[src/rtl/spi_reg_bridge.sv]
// SPI mode-0 slave bridging serial frames onto a parallel register interface.
// Build option: define SPI_BURST_EN for auto-incrementing multi-word bursts.
module spi_reg_bridge #(
  parameter int unsigned ADDR_W      = 4,
  parameter int unsigned DATA_W      = 8,
  parameter int unsigned SYNC_STAGES = 2
) (
  input  logic              clk,
  input  logic              rst_n,
  input  logic              spi_cs_n,
  input  logic              spi_clk,
  input  logic              spi_mosi,
  output logic              spi_miso,
  output logic [ADDR_W-1:0] address,
  output logic [DATA_W-1:0] data_in,
  input  logic [DATA_W-1:0] data_out,
  output logic              data_write,
  output logic              data_read,
  output logic              busy
);

  localparam int unsigned CNT_W = 6;

  typedef enum logic [1:0] {
    IDLE,
    CMD,
    ADDR,
    DATA
  } state_t;

  state_t state_q, state_d;

  logic [SYNC_STAGES-1:0] cs_sync, sck_sync, mosi_sync;
  logic                   cs_d, sck_d, mosi_d;
  logic                   cs_s, sck_s;
  logic                   rise, fall, cs_fall;

  logic [CNT_W-1:0]  cnt;
  logic [ADDR_W-1:0] addr_sh;
  logic [DATA_W-1:0] rx;
  logic [DATA_W-1:0] tx;
  logic              is_write;
  logic              done;
  logic              word_pend, inc_pend, rd_pend, load_pend;

  // Input synchronisers plus one delay stage for edge detection
  always_ff @(posedge clk or negedge rst_n) begin
    if (!rst_n) begin
      cs_sync   <= '1;
      sck_sync  <= '0;
      mosi_sync <= '0;
      cs_d      <= 1'b1;
      sck_d     <= 1'b0;
      mosi_d    <= 1'b0;
    end else begin
      cs_sync   <= {cs_sync[SYNC_STAGES-2:0], spi_cs_n};
      sck_sync  <= {sck_sync[SYNC_STAGES-2:0], spi_clk};
      mosi_sync <= {mosi_sync[SYNC_STAGES-2:0], spi_mosi};
      cs_d      <= cs_sync[SYNC_STAGES-1];
      sck_d     <= sck_sync[SYNC_STAGES-1];
      mosi_d    <= mosi_sync[SYNC_STAGES-1];
    end
  end

  assign cs_s    = cs_sync[SYNC_STAGES-1];
  assign sck_s   = sck_sync[SYNC_STAGES-1];
  assign rise    = sck_s & ~sck_d;
  assign fall    = ~sck_s & sck_d;
  assign cs_fall = ~cs_s & cs_d;

  // State register; busy tracks the registered state
  always_ff @(posedge clk or negedge rst_n) begin
    if (!rst_n) begin
      state_q <= IDLE;
      busy    <= 1'b0;
    end else begin
      state_q <= state_d;
      busy    <= (state_d != IDLE);
    end
  end

  always_comb begin
    state_d = state_q;
    if (cs_s) begin
      state_d = IDLE;
    end else begin
      case (state_q)
        IDLE:    if (cs_fall) state_d = CMD;
        CMD:     if (rise) state_d = ADDR;
        ADDR:    if (rise && (cnt == CNT_W'(ADDR_W - 1))) state_d = DATA;
        DATA:    state_d = DATA;
        default: state_d = IDLE;
      endcase
    end
  end

  // Shift/datapath; strobes are pipelined one cycle behind the sampled bit
  always_ff @(posedge clk or negedge rst_n) begin
    if (!rst_n) begin
      address    <= '0;
      data_in    <= '0;
      data_write <= 1'b0;
      data_read  <= 1'b0;
      spi_miso   <= 1'b0;
      cnt        <= '0;
      addr_sh    <= '0;
      rx         <= '0;
      tx         <= '0;
      is_write   <= 1'b0;
      done       <= 1'b0;
      word_pend  <= 1'b0;
      inc_pend   <= 1'b0;
      rd_pend    <= 1'b0;
      load_pend  <= 1'b0;
    end else begin
      data_write <= 1'b0;
      data_read  <= 1'b0;
      word_pend  <= 1'b0;
      inc_pend   <= 1'b0;
      rd_pend    <= 1'b0;
      load_pend  <= 1'b0;

      if (cs_s) begin
        // A raised chip select outranks a coincident SCK edge
        cnt      <= '0;
        done     <= 1'b0;
        tx       <= '0;
        spi_miso <= 1'b0;
      end else if (rise) begin
        case (state_q)
          CMD: begin
            is_write <= mosi_d;
            cnt      <= '0;
          end
          ADDR: begin
            addr_sh <= ADDR_W'({addr_sh, mosi_d});
            if (cnt == CNT_W'(ADDR_W - 1)) begin
              address <= ADDR_W'({addr_sh, mosi_d});
              cnt     <= '0;
              rd_pend <= ~is_write;
            end else begin
              cnt <= cnt + CNT_W'(1);
            end
          end
          DATA: begin
            if (!done) begin
              rx <= DATA_W'({rx, mosi_d});
              if (cnt == CNT_W'(DATA_W - 1)) begin
                cnt       <= '0;
                word_pend <= 1'b1;
`ifndef SPI_BURST_EN
                done      <= 1'b1;
`endif
              end else begin
                cnt <= cnt + CNT_W'(1);
              end
            end
          end
          default: ;
        endcase
      end else if (fall && (state_q == DATA)) begin
        // Zero fill means MISO returns to 0 once a word has been shifted out
        spi_miso <= tx[DATA_W-1];
        tx       <= tx << 1;
      end

      if (word_pend) begin
        if (is_write) begin
          data_write <= 1'b1;
          data_in    <= rx;
        end
`ifdef SPI_BURST_EN
        if (is_write) begin
          inc_pend <= 1'b1;
        end else begin
          address <= address + ADDR_W'(1);
          rd_pend <= 1'b1;
        end
`endif
      end

      if (inc_pend) address <= address + ADDR_W'(1);

      if (rd_pend) begin
        data_read <= 1'b1;
        load_pend <= 1'b1;
      end

      if (load_pend) tx <= data_out;
    end
  end

endmodule
[config.mk]
export PLATFORM = sky130hd
export DESIGN_NAME = spi_reg_bridge
export DESIGN_NICKNAME = d
export VERILOG_FILES = /design/src/rtl/spi_reg_bridge.sv
export SDC_FILE = /design/constraint.sdc
export NUM_CORES = 1
export LEC_CHECK = 0
export CORE_UTILIZATION = 59
export DETAILED_ROUTE_END_ITERATION = 6
export MAX_ROUTING_LAYER = met4
export PLACE_DENSITY = 0.84
export SLEW_MARGIN = 30
export SYNTH_ARGS = -nofsm -noshare
export SYNTH_HDL_FRONTEND = slang
export SYNTH_SLANG_ARGS = --single-unit
[constraint.sdc]
create_clock -name clk -period 4.1 [get_ports clk]
set_input_delay 0.82 -clock clk [delete_from_list [all_inputs] [get_ports clk]]
set_output_delay 0.82 -clock clk [all_outputs]
set_load 0.05 [all_outputs]
==> impl.org <==
** Status
- Run status :: finished, final reports clean

** Route
- Post-detailed-route count of antenna-violating nets :: 0
- Using the TritonRoute via totals, the vias-per-cell ratio works out to 5.70.
- After the first detailed-routing iteration, the DRC count stood at 62.
- The routed design has ~4000 um of wire.
- The final route contains about 1500 vias.
- In the final routed layout, each cell accounts on average for around 16 um.
- First drt pass iteration count :: 4
- Drt drc :: 0

** Finish
- Commonest cells after routing, fill and taps aside :: dfrtp_1 (53), clkdlybuf4s50_1 (27), mux2_2 (19)
- Leaving out fill and tap cells, the most frequent cell in the layout is dfrtp_1.
- At the end of the flow, the number of nets in the layout was 230.
- Fraction of final layout cells with drive strength greater than 1 :: 17.5%
- Antenna diode count :: 0
- The finished layout holds 260 standard cells, fillers aside.
- The area growth from synthesis to layout is 16.8%.

** Timing
- At the pin with the least slew margin, the transition time is 631 ps.
- Relative slew slack :: 57.9%
- Time the worst path needs with I/O delays and setup :: 2550 ps
- Number of setup violations in the final report :: 0
- Setup repair after global routing missed its margin :: no
- Setup total negative slack :: 0 ps
- The final hold violation count came to 0.
- On the final layout, the worst hold slack is 354 ps.
- Max Clock Freq :: approximately 400 MHz
- Dividing the final minimum period by the clock period gives 62.1%.
- Clock skew on the completed layout was measured at 8.29 ps.
- The final count of pins violating max slew was 0.

** Synthesis
- Counting flops with an async set or reset pin after synthesis yields a share of 100%.
- Largest family of logic cells by synthesized area :: multiplexers
- After technology mapping, the gate count stands at about 180.
- Of the total synthesized cell area, the portion taken by XOR and XNOR cells is 0%.
- Net Count, Synth :: 200
- Multiplexer share of the synthesized area :: ~15%
- In this run the mean area of a mapped cell was 13.1 sq um.
- Post-synthesis compound-gate area fraction :: a little under a tenth
- Synthesis-stage register bit count :: 56
- Counting distinct cell types in the post-synthesis netlist gives 43.
- Synthesized area :: approximately 2400 sq um
- Count of synthesis-stage warnings from yosys :: 0
- Commonest register cell after synthesis :: dfrtp_1
- Share of synthesized area occupied by flip-flops and latches :: 59.4%
- The synthesized netlist devotes under 10% of its cell area to adder and majority cells.
- Summing the areas of all and, or, nand and nor instances in the mapped netlist gives between 10% and 20% of the synthesized area.
- Number of enable flip-flop cells after synthesis :: 0

** Critical path
- Critical Path AT :: 1730 ps
- R2R cell count :: 5
- STA classifies the critical path startpoint as a flip-flop.
- For the worst setup path, the data required time is between 3000 and 4000 ps.
- Sequence of cells on the critical path :: clkdlybuf4s50_1
- FF-to-FF End :: cnt[5]
- On the worst path, the slowest cell contributes a delay of between 800 and 900 ps.
- Endpoint kind of the worst setup timing path :: output port
- Across all register-to-register paths, the minimum setup slack is 2010 ps.
- Family with the most delay on the worst path :: buffers and inverters
- Maximum fanout along the worst path :: 11
- The worst register-to-register path begins at state_q[0].
- For this design, the slowest cell found on the critical path is clkdlybuf4s50_1.
- Cell depth of the worst setup path :: 1
- Path type of the worst setup path :: flip-flop to output port
- Crit path buf inv count :: 1

** Global routing
- Vias in the first global route :: 1500
- The total overflow left after global routing is 0.
- Entering global routing, the biggest net connects 30 pins.
- Global routing used about a quarter of the available tracks across all layers.
- The first global-routing pass estimated a little over 7000 um of wire.
- Antenna violations before repair :: 0

** Placement
- Dpl cells :: approximately 250
- Routability Congestion :: 0.970
- Input and output buffers added on the ports amount to 28.
- HPWL after detailed placement :: between 2000 and 3000 um

** Clocking
- In this run the post-CTS setup repair buffer count came out at 0.
- Hold-fix buffers, CTS :: 0
- Latest clock arrival within the worst-skew pair :: 310 ps
- TritonCTS built the clock tree.
- The root buffer cell chosen for the clock tree is clkbuf_8.
- Total number of H-tree levels :: 2
- Number of clock sinks seen by CTS :: 56
- Max Root-Sink Buffers :: 2
- Post-CTS repair changed the size of 0 cells.
- Number of buffers added by the clock tree synthesis step :: 5
- Clock-pin transition on the worst setup and hold timing paths :: 90 ps

** Floorplan
- The initial utilization of the core area, before any placement, comes to between 60% and 70%.
- Pin placement for this block handled 29 I/O pins.
- Floorplan die width :: between 60 and 70 um
- Standard cell core area :: ~3700 sq um
- The die covers approximately 4300 sq um.
- The initialized floorplan defines 22 standard-cell rows.
- Die extent in y :: 65.3 um

** Job
- Max capacitance violation total :: 0

** Pwr
- Dividing total power by cell area gives a power density of 415 nW/um^2.
- Switching component of the power :: around 330 uW
- The design draws 1150 uW.
- The clock network accounts for around 26% of the total power.
- Fraction of power consumed by combinational cells :: roughly a fifth
- Switching Fraction :: about 29%
- Internal power comes to ~820 uW.
- Worst supply voltage drop on vdd :: 318 uV
- Sequential cells burn a little under three fifths of the power.
- Leak :: 0.00134 uW

** Hold path
- Path category of the worst min-delay check :: flip-flop to flip-flop
- Along the worst hold path, the cell count comes to 0.
- End point of the worst hold path :: sck_sync[1]
- Hold path startpoint :: sck_sync[0]
## Yosys cell counts (all sizes together) (2+ instances only)
cell type	count	share of area, %
o21ai	11	2.3
nor3	3	0.63
o2111ai	2	0.74
or2	4	1.1
nand3	3	0.63
and2b	2	0.63
mux2i	9	3.8
mux2	24	11
inv	4	0.63
dfrtp	53	56
dfstp	3	3.3
and3	4	1.1
nand2b	2	0.85
buf	6	1.3
o31ai	2	0.85
a211oi	2	0.63
ha	6	3.2
a21oi	2	0.42
nand2	15	2.4
nor2	8	1.3
## power groups by stage
stage,registers [uW],clock network (uW),logic (uW)
2_1_floorplan,646,0,143
3_3_place_gp,637,0,204
3_5_place_dp,641,0,220
4_1_cts,631,302,220
5_1_grt,638,325,247
6_report,630,295,221
## per-layer routing
| layer | global-route usage [%] | part of all wire (%) | up-vias |
|---|---|---|---|
| met3 | 6.60 | 3.8 | 8 |
| met2 | 35.7 | 48 | 31 |
| met5 | - | 0 | - |
| li1 | - | - | 704 |
| met4 | 8.42 | 1.5 | 0 |
| met1 | 30.3 | 46 | 739 |
## final cells by class
type | count | area (sq um)
clock buffers | 7 | 76.3
clock inverters | 1 | 8.76
fillers | 265 | 982
inverters | 4 | 15.0
multi-input cells | 115 | 913
flip-flops and latches | 56 | 1410
well taps | 48 | 60.1
repair buffers | 29 | 283
## registers in the layout, indices dropped and copies added (netlist names), 2 cells and up
name       cells
tx             8
addr_sh        3
data_in        8
mosi_sync      2
rx             8
address        4
cnt            6
sck_sync       2
cs_sync        2
state_q        2
## how the worst max path moves through the flow
stage | from | to | slack, ps
after floorplan | state_q[0] | cnt[5] | 2300
after global placement | load_pend | data_read | 1930
after detailed placement | load_pend | data_read | 1870
after CTS | load_pend | data_read | 1540
after global routing | load_pend | data_read | 1490
final | load_pend | data_read | 1550
## per-stage QoR
step                      cell area (sq um)  util (%)  setup WS, ps
after detailed placement               2680      71.5          1870
after floorplan                        2360         -          2300
final                                  2760      73.8          1550
after global placement                 2680      71.5          1930
after global routing                   2760      73.8          1490
after CTS                              2760      73.8          1540
## logic make-up (layout without fill, tap and decap cells)
group / count (synthesis) / count (layout)
buffers and inverters: 10 / 41
and+or+nand+nor: 46 / 46
muxes: 33 / 33
DFF: 56 / 56
AOI/OAI and AO/OA: 30 / 30
adders and majority gates: 6 / 6
Power figures use the tool's default switching activity.
